### config.mk
export PLATFORM = sky130hd
export DESIGN_NAME = ctrl_seq_unit_flat
export DESIGN_NICKNAME = d
export VERILOG_FILES = /design/src/rtl/ctrl_seq_unit_if.sv /design/src/rtl/ctrl_seq_unit.sv /design/src/flat_wrapper.sv
export SDC_FILE = /design/constraint.sdc
export NUM_CORES = 1
export LEC_CHECK = 0
export CELL_PAD_IN_SITES_DETAIL_PLACEMENT = 1
export CELL_PAD_IN_SITES_GLOBAL_PLACEMENT = 2
export CORE_AREA = 5 5 91 115
export CTS_BUF_LIST = sky130_fd_sc_hd__clkbuf_8
export DETAILED_ROUTE_END_ITERATION = 10
export DIE_AREA = 0 0 96 120
export GPL_TIMING_DRIVEN = 0
export HOLD_SLACK_MARGIN = 0.12
export PLACE_DENSITY_LB_ADDON = 0.3
export REMOVE_ABC_BUFFERS = 1
export SETUP_SLACK_MARGIN = 0.1
export SYNTH_ARGS = -nofsm -noshare
export SYNTH_HDL_FRONTEND = slang
export SYNTH_SLANG_ARGS = --single-unit
### constraint.sdc
create_clock -name clk -period 3.2 [get_ports clk]
set_input_delay 0.32 -clock clk [delete_from_list [all_inputs] [get_ports clk]]
set_output_delay 0.32 -clock clk [all_outputs]
set_load 0.01 [all_outputs]
### src/rtl/ctrl_seq_unit_if.sv
// rtl/ctrl_seq_unit_if.sv - ID-stage decode/sequencer interface
// master: fetch/ID side driving instruction fields; slave: ctrl_seq_unit.
interface ctrl_seq_unit_if #(
  parameter int NUM_REGS  = 16,
  parameter int REG_IDX_W = 4,
  parameter int OFFSET_W  = 8
) ();
  logic                 flush;
  logic                 freeze;
  logic                 valid_in;
  logic [1:0]           mode;
  logic [3:0]           op_code;
  logic                 s_in;
  logic                 i_bit;
  logic [NUM_REGS-1:0]  reg_list;
  logic [3:0]           exe_cmd;
  logic                 mem_r_en;
  logic                 mem_w_en;
  logic                 wb_en;
  logic                 b_out;
  logic                 s_out;
  logic [REG_IDX_W-1:0] dest_reg;
  logic [OFFSET_W-1:0]  offset;
  logic                 valid_out;
  logic                 undef;
  logic                 busy;

  modport master (
    output flush, freeze, valid_in, mode, op_code, s_in, i_bit, reg_list,
    input  exe_cmd, mem_r_en, mem_w_en, wb_en, b_out, s_out, dest_reg, offset,
           valid_out, undef, busy
  );

  modport slave (
    input  flush, freeze, valid_in, mode, op_code, s_in, i_bit, reg_list,
    output exe_cmd, mem_r_en, mem_w_en, wb_en, b_out, s_out, dest_reg, offset,
           valid_out, undef, busy
  );
endinterface

### src/rtl/ctrl_seq_unit.sv
// rtl/ctrl_seq_unit.sv - registered control decoder with LDM/STM micro-op sequencer
// Outputs are registered at the ID/EX boundary; block transfers emit one micro-op per list bit.
module ctrl_seq_unit #(
  parameter int NUM_REGS  = 16,
  parameter int REG_IDX_W = 4,
  parameter int OFFSET_W  = 8,
  parameter int ADDR_STEP = 4
) (
  input  logic           clk,
  input  logic           rst,
  ctrl_seq_unit_if.slave bus
);

  typedef enum logic {S_DECODE, S_BLOCK} state_t;

  state_t               r_state;
  logic [NUM_REGS-1:0]  r_list;
  logic                 r_l;
  logic [3:0]           r_exe_cmd;
  logic                 r_mem_r_en;
  logic                 r_mem_w_en;
  logic                 r_wb_en;
  logic                 r_b_out;
  logic                 r_s_out;
  logic [REG_IDX_W-1:0] r_dest_reg;
  logic [OFFSET_W-1:0]  r_offset;
  logic                 r_valid_out;
  logic                 r_undef;

  logic [NUM_REGS-1:0]  w_blk_list;
  logic [NUM_REGS-1:0]  w_rest;
  logic [REG_IDX_W-1:0] w_idx;
  logic                 w_blk_l;
  logic [3:0]           w_dp_exe;
  logic                 w_dp_cmp;

  function automatic logic [3:0] f_exe(input logic [3:0] op);
    case (op)
      4'b1101: f_exe = 4'b0001;
      4'b1111: f_exe = 4'b1001;
      4'b0100: f_exe = 4'b0010;
      4'b0101: f_exe = 4'b0011;
      4'b0010: f_exe = 4'b0100;
      4'b0110: f_exe = 4'b0101;
      4'b0000: f_exe = 4'b0110;
      4'b1100: f_exe = 4'b0111;
      4'b0001: f_exe = 4'b1000;
      4'b1010: f_exe = 4'b0100;
      4'b1000: f_exe = 4'b0110;
      default: f_exe = 4'b0001;
    endcase
  endfunction

  // Downward scan so the last hit is the lowest set bit.
  function automatic logic [REG_IDX_W-1:0] f_low_idx(input logic [NUM_REGS-1:0] v);
    f_low_idx = '0;
    for (int k = NUM_REGS - 1; k >= 0; k--) begin
      if (v[k]) f_low_idx = REG_IDX_W'(k);
    end
  endfunction

  // In BLOCK the latched remainder drives selection; in DECODE the live inputs do.
  assign w_blk_list = (r_state == S_BLOCK) ? r_list : bus.reg_list;
  assign w_blk_l    = (r_state == S_BLOCK) ? r_l : bus.s_in;
  assign w_idx      = f_low_idx(w_blk_list);
  assign w_rest     = w_blk_list & ~({{(NUM_REGS-1){1'b0}}, 1'b1} << w_idx);
  assign w_dp_exe   = f_exe(bus.op_code);
  assign w_dp_cmp   = (bus.op_code == 4'b1010) || (bus.op_code == 4'b1000);

  always_ff @(posedge clk) begin
    if (!rst || bus.flush) begin
      r_state     <= S_DECODE;
      r_list      <= '0;
      r_l         <= 1'b0;
      r_exe_cmd   <= 4'b0000;
      r_mem_r_en  <= 1'b0;
      r_mem_w_en  <= 1'b0;
      r_wb_en     <= 1'b0;
      r_b_out     <= 1'b0;
      r_s_out     <= 1'b0;
      r_dest_reg  <= '0;
      r_offset    <= '0;
      r_valid_out <= 1'b0;
      r_undef     <= 1'b0;
    end else if (!bus.freeze) begin
      r_exe_cmd   <= 4'b0000;
      r_mem_r_en  <= 1'b0;
      r_mem_w_en  <= 1'b0;
      r_wb_en     <= 1'b0;
      r_b_out     <= 1'b0;
      r_s_out     <= 1'b0;
      r_dest_reg  <= '0;
      r_offset    <= '0;
      r_valid_out <= 1'b0;
      r_undef     <= 1'b0;
      case (r_state)
        S_DECODE: begin
          if (bus.valid_in) begin
            r_valid_out <= 1'b1;
            case (bus.mode)
              2'b00: begin
                r_exe_cmd <= w_dp_exe;
                r_s_out   <= bus.s_in;
                r_wb_en   <= !w_dp_cmp;
              end
              2'b01: begin
                r_exe_cmd  <= 4'b0010;
                r_mem_r_en <= bus.s_in;
                r_wb_en    <= bus.s_in;
                r_mem_w_en <= !bus.s_in;
              end
              2'b10: begin
                if (bus.i_bit) begin
                  r_b_out <= 1'b1;
                end else begin
                  r_exe_cmd <= 4'b0010;
                  if (|bus.reg_list) begin
                    r_mem_r_en <= w_blk_l;
                    r_wb_en    <= w_blk_l;
                    r_mem_w_en <= !w_blk_l;
                    r_dest_reg <= w_idx;
                    r_list     <= w_rest;
                    r_l        <= w_blk_l;
                    r_state    <= (|w_rest) ? S_BLOCK : S_DECODE;
                  end
                end
              end
              default: begin
                r_undef <= 1'b1;
              end
            endcase
          end
        end
        S_BLOCK: begin
          r_valid_out <= 1'b1;
          r_exe_cmd   <= 4'b0010;
          r_mem_r_en  <= w_blk_l;
          r_wb_en     <= w_blk_l;
          r_mem_w_en  <= !w_blk_l;
          r_dest_reg  <= w_idx;
          r_offset    <= r_offset + OFFSET_W'(ADDR_STEP);
          r_list      <= w_rest;
          r_state     <= (|w_rest) ? S_BLOCK : S_DECODE;
        end
        default: r_state <= S_DECODE;
      endcase
    end
  end

  assign bus.exe_cmd   = r_exe_cmd;
  assign bus.mem_r_en  = r_mem_r_en;
  assign bus.mem_w_en  = r_mem_w_en;
  assign bus.wb_en     = r_wb_en;
  assign bus.b_out     = r_b_out;
  assign bus.s_out     = r_s_out;
  assign bus.dest_reg  = r_dest_reg;
  assign bus.offset    = r_offset;
  assign bus.valid_out = r_valid_out;
  assign bus.undef     = r_undef;
  assign bus.busy      = (r_state == S_BLOCK);

endmodule

### src/flat_wrapper.sv
// flat-port wrapper written by rule: the top's interface ports become plain ports
module ctrl_seq_unit_flat 
#(
  parameter int NUM_REGS  = 16,
  parameter int REG_IDX_W = 4,
  parameter int OFFSET_W  = 8,
  parameter int ADDR_STEP = 4
)
  (clk, rst, bus_flush, bus_freeze, bus_valid_in, bus_mode, bus_op_code, bus_s_in, bus_i_bit, bus_reg_list, bus_exe_cmd, bus_mem_r_en, bus_mem_w_en, bus_wb_en, bus_b_out, bus_s_out, bus_dest_reg, bus_offset, bus_valid_out, bus_undef, bus_busy);
  ctrl_seq_unit_if #(.NUM_REGS(NUM_REGS), .REG_IDX_W(REG_IDX_W), .OFFSET_W(OFFSET_W)) bus_i ();
  input  logic clk;
  input  logic rst;
  input wire logic [$bits(bus_i.flush)-1:0] bus_flush;
  input wire logic [$bits(bus_i.freeze)-1:0] bus_freeze;
  input wire logic [$bits(bus_i.valid_in)-1:0] bus_valid_in;
  input wire logic [$bits(bus_i.mode)-1:0] bus_mode;
  input wire logic [$bits(bus_i.op_code)-1:0] bus_op_code;
  input wire logic [$bits(bus_i.s_in)-1:0] bus_s_in;
  input wire logic [$bits(bus_i.i_bit)-1:0] bus_i_bit;
  input wire logic [$bits(bus_i.reg_list)-1:0] bus_reg_list;
  output wire logic [$bits(bus_i.exe_cmd)-1:0] bus_exe_cmd;
  output wire logic [$bits(bus_i.mem_r_en)-1:0] bus_mem_r_en;
  output wire logic [$bits(bus_i.mem_w_en)-1:0] bus_mem_w_en;
  output wire logic [$bits(bus_i.wb_en)-1:0] bus_wb_en;
  output wire logic [$bits(bus_i.b_out)-1:0] bus_b_out;
  output wire logic [$bits(bus_i.s_out)-1:0] bus_s_out;
  output wire logic [$bits(bus_i.dest_reg)-1:0] bus_dest_reg;
  output wire logic [$bits(bus_i.offset)-1:0] bus_offset;
  output wire logic [$bits(bus_i.valid_out)-1:0] bus_valid_out;
  output wire logic [$bits(bus_i.undef)-1:0] bus_undef;
  output wire logic [$bits(bus_i.busy)-1:0] bus_busy;
  assign bus_i.flush = bus_flush;
  assign bus_i.freeze = bus_freeze;
  assign bus_i.valid_in = bus_valid_in;
  assign bus_i.mode = bus_mode;
  assign bus_i.op_code = bus_op_code;
  assign bus_i.s_in = bus_s_in;
  assign bus_i.i_bit = bus_i_bit;
  assign bus_i.reg_list = bus_reg_list;
  assign bus_exe_cmd = bus_i.exe_cmd;
  assign bus_mem_r_en = bus_i.mem_r_en;
  assign bus_mem_w_en = bus_i.mem_w_en;
  assign bus_wb_en = bus_i.wb_en;
  assign bus_b_out = bus_i.b_out;
  assign bus_s_out = bus_i.s_out;
  assign bus_dest_reg = bus_i.dest_reg;
  assign bus_offset = bus_i.offset;
  assign bus_valid_out = bus_i.valid_out;
  assign bus_undef = bus_i.undef;
  assign bus_busy = bus_i.busy;
  ctrl_seq_unit #(.NUM_REGS(NUM_REGS), .REG_IDX_W(REG_IDX_W), .OFFSET_W(OFFSET_W), .ADDR_STEP(ADDR_STEP)) u_core (.clk(clk), .rst(rst), .bus(bus_i));
endmodule
Word-level counts from Yosys, hierarchy flattened
Memory sizes are Yosys's and may differ from the RTL's.
Index checks and enable logic that the tools add are counted.
Widths: inputs -> output; s select.
{"block": "classes", "addsub": 1, "eq_ne": 8, "n_shift": 1, "n_mux": 64, "bitwise_logic": 5, "n_reduce_logical": 12}
{"operator": "$mux 4", "n": 21}
{"operator": "$mux 16", "n": 5}
{"operator": "$pmux 16 s2", "n": 1}
{"operator": "$reduce_or 16->1", "n": 2}
{"operator": "$mux 1", "n": 24}
{"operator": "$and 16x16->16", "n": 1}
{"operator": "$not 16->16", "n": 1}
{"operator": "$pmux 4 s2", "n": 2}
{"operator": "$shl 1x4->16 const A", "n": 1}
{"operator": "$pmux 1 s2", "n": 7}
{"operator": "$pmux 4 s3", "n": 1}
{"operator": "$add 8x3->8 const B", "n": 1}
{"operator": "$eq 4x4->1 const B", "n": 2}
{"operator": "$mux 8", "n": 1}
{"operator": "$ne 2x2->1 const B", "n": 3}
{"operator": "$reduce_and 6->1", "n": 1}
{"operator": "$reduce_and 5->1", "n": 1}
{"operator": "$logic_not 1->1", "n": 4}
{"operator": "$not 1->1", "n": 3}
{"operator": "$pmux 1 s3", "n": 1}
{"operator": "$reduce_or 3->1", "n": 1}
{"operator": "$eq 2x1->1 const B", "n": 1}
{"operator": "$eq 2x2->1 const B", "n": 1}
{"operator": "$logic_not 2->1", "n": 1}
{"operator": "other kinds (3)", "n": 4}
{"block": "totals", "regBits": 41, "romBits": 64, "input_bits": 29, "output_inout_bits": 24, "elab_cells": 105, "memories": 1}
{"memory": "(name not given)", "words": 16, "word_bits": 4, "rd": 1, "rd_ports_with_merged_regs": 0, "write_ports": 0, "line_no": "ctrl_seq_unit.sv:38", "rtl": "case (op)"}

Logic depth before layout (Yosys ltp)
{"block": "logic_depth", "ltp_word": 27, "depth_mapped": 11, "depth_no_buf": 8}

Least setup slack after synthesis
No wires, ideal clock.
{"block": "synth_path", "kind": "register -> register", "start": "reg u_core.r_state (netlist: u_core.bus.busy)", "end": "reg u_core.r_state (netlist: u_core.bus.busy)", "setup_time_ns": 0.120, "arrival_time_ns": 2.244, "required_time_ns": 3.080, "slack_ns": 0.836, "stages_incl_launch_ff": 9, "n_path_buf": 1, "period_less_slack_ns": 2.364, "path_cell_list": "dfxtp_1 -> buf_6 -> or3b_1 -> a222oi_1 -> o31ai_2 -> and3_1 -> o41ai_2 -> o2111ai_1 -> o31a_1"}
{"block": "synth_between", "elab_chain_len": 27, "word_cells_on_any_way": 28, "cone_classes": "shift: 1; mux: 23; bitwise: 3; reduce/logical: 1"}
{"element": "start: declaration", "line_no": "ctrl_seq_unit.sv:16", "rtl": "state_t r_state;"}
{"element": "start signal: assignment", "line_no": "ctrl_seq_unit.sv:124", "rtl": "r_state <= (|w_rest) ? S_BLOCK : S_DECODE;"}
{"element": "start signal: assignment", "line_no": "ctrl_seq_unit.sv:143", "rtl": "r_state <= (|w_rest) ? S_BLOCK : S_DECODE;"}
{"element": "$mux 16", "line_no": "ctrl_seq_unit.sv:63", "rtl": "assign w_blk_list = (r_state == S_BLOCK) ? r_list : bus.reg_list;"}
{"element": "$mux 4 (16 in a row)", "line_no": "ctrl_seq_unit.sv:58", "rtl": "if (v[k]) f_low_idx = REG_IDX_W'(k);"}
{"element": "$shl 1x4->16", "line_no": "ctrl_seq_unit.sv:66", "rtl": "assign w_rest = w_blk_list & ~({{(NUM_REGS-1){1'b0}}, 1'b1} << w_idx);"}
{"element": "$not 16->16", "line_no": "ctrl_seq_unit.sv:66"}
{"element": "$and 16x16->16", "line_no": "ctrl_seq_unit.sv:66"}
{"element": "$reduce_or 16->1", "line_no": "ctrl_seq_unit.sv:124, ctrl_seq_unit.sv:143"}
{"element": "$mux 1", "line_no": "ctrl_seq_unit.sv:124, ctrl_seq_unit.sv:143"}
{"element": "$mux 1", "line_no": "ctrl_seq_unit.sv:117", "rtl": "if (|bus.reg_list) begin"}
{"element": "$mux 1", "line_no": "ctrl_seq_unit.sv:113", "rtl": "if (bus.i_bit) begin"}
{"element": "$mux 1", "line_no": "ctrl_seq_unit.sv:100", "rtl": "case (bus.mode)"}
{"element": "$mux 1", "line_no": "ctrl_seq_unit.sv:98", "rtl": "if (bus.valid_in) begin"}
{"element": "$pmux 1 s2 (*)", "line_no": "ctrl_seq_unit.sv:96", "rtl": "case (r_state)"}
Every way passes the cells marked *; elsewhere a longest branch is shown, timed or not.
A chain may end at the register's enable or synchronous reset.

Worst setup path after layout
Ends and elaborated chain as after synthesis.

==> summary.md <==
| Metric | Value |
|---|---|
| Status | `finished clean` |
| Commonest non-fill, non-tap cell in the layout | `clkdlybuf4s50_1` |
| CTS max path bufs | `2` |
| Crit. Startpoint | `u_core.bus.busy` |
| Drt first pass iters | `4` |
| Peak VDD IR | `255 uV` |
| Initial Utilization | `30.0%` |
| Post-synthesis mux area share | `4.88%` |
| Syn avg cell area | `7.91 um2` |
| Most frequent cells in the layout | `clkdlybuf4s50_1 (50), nor2_1 (42), dfxtp_1 (38), nand2_1 (33), a21oi_1 (28)` |
| Xor/xnor share of the synthesized area | `under 10%` |
| Crit path launch type | `flop` |
| Row count | `40` |
| Cell area after layout | `0.00352 mm2` |
| Post-layout minimum cycle time | `~3.0 ns` |
| P_int | `803 uW` |
| Crit path kind | `flop to flop` |
| Overall Global Routing Usage | `17.0%` |
| Register share of total power | `43.8%` |
| WL/cell | `18.2 um` |
| Ratio of cells with drive above 1 in the final layout | `9.25%` |
| Final Setup Violations | `0` |
| GR peak layer | `met2` |
| Combinational Power Share | `~18%` |
| Synth Area in Compound Gates | `26.6%` |
| Synth unique cells | `between 60 and 70` |
| Sequential fraction of the synthesis area | `28.0%` |
| # Max-Cap Violations | `0` |
| Grt met2 use | `30.7%` |
| Switch Pwr | `about 320 uW` |
| P per Cell Area | `319 mW/mm2` |
| Met1 global-route usage | `slightly below 20%` |
| Die Area | `around 0.012 mm2` |
| Cell taking the most area after synthesis | `dfxtp_1` |
| Post-placement cell count | `515` |
| RSZ-0062 raised after global routing | `no` |
| Final period util | `92.3%` |
| Hold Crit Endpoint | `u_core.bus.s_out` |
| First-pass GRT wire length | `15.2 mm` |
| Synth-to-layout area growth | `26.0%` |
| Placer Congestion | `0.867` |
| Vias in the first global route | `2917` |
| FF-to-FF path depth | `8` |
| DR iter-0 viols | `129` |
| Register with the most flip-flops | `u_core.r_list` |
| Adder-cell area share of the yosys netlist | `3.05%` |
| Reg2Reg Capture Point | `u_core.bus.busy` |
| Initial antenna violation count | `0` |
| Placement Cell Area | `between 0.003 and 0.004 mm2` |
| Residual DRC count | `0` |
| Fill cells | `1151` |
| Core area | `0.00931 mm2` |
| GR met3 Demand/Resource | `2.76%` |
| #FFs+latches synth | `39` |
| Final hold slack | `0.485 ns` |
| Largest fanout on the critical path | `34` |
| Reg area | `785 um2` |
| Nets | `434` |
| CTS root buf | `clkbuf_8` |
| Final Skew | `0.00567 ns` |
| CTS buffer count | `5` |
| Ys Warns | `0` |
| Number of diodes | `0` |
| Largest family of logic cells by synthesized area | `simple AND/OR/NAND/NOR gates` |
| Max reg flops | `16` |
| Largest net degree at the start of global routing | `35` |
| DIE WIDTH | `96 um` |
| Total global routing overflow | `0` |
| Synth top area share | `28.0%` |
| TritonCTS clock tree | `done` |
| # clock sinks | `39` |
| Hold Path Class | `flop to flop` |
| Critical path required time | `3.39 ns` |
| Worst setup EP type | `flop` |
| CTS H-tree depth | `2` |
| Leak | `1.19 nW` |
| Max Slew Vio Count | `0` |
| Number of synthesized flops with an enable pin | `0` |
| Synth top area cells | `dfxtp_1 (28%), nor2_1 (5.6%), a21oi_1 (5.0%)` |
| Multi-input gate area | `0.00187 mm2` |
| Worst rel slew slack | `8.83%` |
| Post-route antenna net violation count | `0` |
| R2r setup slk | `0.25 ns` |
| Top_reg_cell synth | `dfxtp_1` |
| Clock power share | `approximately 39%` |
| Worst-Margin Slew | `between 1 and 1.5 ns` |
| IO Pins | `between 50 and 60` |
| Area of the mapped netlist | `0.00279 mm2` |
| Simple-gate area share of the yosys netlist | `29.8%` |
| Vias/cell | `5.35` |
| Final hold vios | `0` |
| Clock Latency Late Sink | `0.30 ns` |
| Worst Path Arrival | `3.15 ns` |
| Critical hold path startpoint | `u_core.bus.s_out` |
| Final Non-Filler Cells | `526` |
| Clk slew on worst S/H paths | `roughly 0.090 ns` |
| Asr flop ratio synth | `0%` |
| Synth Instances | `353` |
| DR vias | `about 2800` |
| RR Startpoint | `u_core.bus.busy` |
| Sw Share | `28.4%` |
| DP HPWL | `7.24 mm` |
| Die Y | `120 um` |
| Port buffer count | `50` |
| Drt total wl | `9.55 mm` |
| Hold Crit Depth | `2` |
| Fmax | `339 MHz` |
[worst max-delay path, cell delays in order, from the launching register on]
cell and delay [ns]:
dfxtp_4 0.46, buf_12 0.21, or3b_1 0.43, a2bb2o_4 0.26
nor3_1 0.47, o221ai_1 0.20, nor3_1 0.23, o2111ai_1 0.22
o31a_1 0.35
[power by group through the flow]
stage	clock (mW)	combinational (mW)	sequential, mW
CTS	0.445	0.198	0.492
floorplan	0	0.0970	0.505
finish	0.433	0.197	0.492
global route	0.468	0.214	0.492
detailed placement	0	0.196	0.504
global placement	0	0.193	0.505
[cell type report]
class / count / share of cell area, %
Tap cell: 126 / 4.48
Clock inverter: 3 / 1.24
Multi-Input combinational cell: 286 / 53.1
Timing Repair Buffer: 54 / 15.5
Inverter: 13 / 1.39
Clock buffer: 5 / 1.96
Sequential cell: 39 / 22.3
[worst max-delay path by stage]
stage                            endpoint  cells after the start
after global placement    u_core.bus.busy                      7
final                     u_core.bus.busy                      8
after floorplan           u_core.bus.busy                      7
after CTS                 u_core.bus.busy                      8
after global routing      u_core.bus.busy                      8
after detailed placement  u_core.bus.busy                      8
[synthesized netlist by cell type, types with 3 or more instances]
library cell,instances
nor2b_1,9
clkbuf_1,10
o211ai_1,6
nand2_1,33
nor3_1,8
or3_1,6
nor3_2,3
a21oi_1,28
a32oi_1,8
nand4_1,3
and3_1,7
nand2b_1,9
inv_1,12
mux2i_1,8
or3b_1,4
a21o_1,4
nor3b_2,3
nor2_1,42
nor4_1,5
nor3b_1,4
and2_1,4
o21ai_0,16
dfxtp_1,39
ha_1,6
a31oi_1,3
o2111ai_1,4
mux2_2,5
o22ai_1,3
xor2_1,4
nand3_1,11
[logic make-up (layout without fill, tap and decap cells)]
kind of cell    after synthesis  count (layout)
xor+xnor                      6               6
flops                        39              39
compound gates              102             102
simple gates                156             156
mux                          13              13
other cells                   1               2
buf+inv                      29              75
fa+ha+maj                     7               7
[layer usage]
metal	part of all wire [%]	vias to the layer above
li1	-	1391
met1	42	1372
met2	54	40
met3	2.5	13
met4	2.0	0
met5	0	-
[metrics by stage]
step	utilization (%)	setup TNS (ns)	worst slack (ns)	total power, mW
floorplan	-	-0.117	-0.117	0.602
global placement	35.9	-16.54	-0.948	0.698
detailed placement	36.2	-0.147	-0.0965	0.700
CTS	37.5	0	0.166	1.13
global route	37.8	0	0.121	1.17
finish	37.8	0	0.247	1.12
[timing repair]
item,in CTS,in global routing
hold buffers,0,0
endpoints found under the setup margin,1,1
setup buffers,1,2
resized for setup,1,1
pin swaps,0,1
No activity file was read; power rests on OpenSTA's default activity.
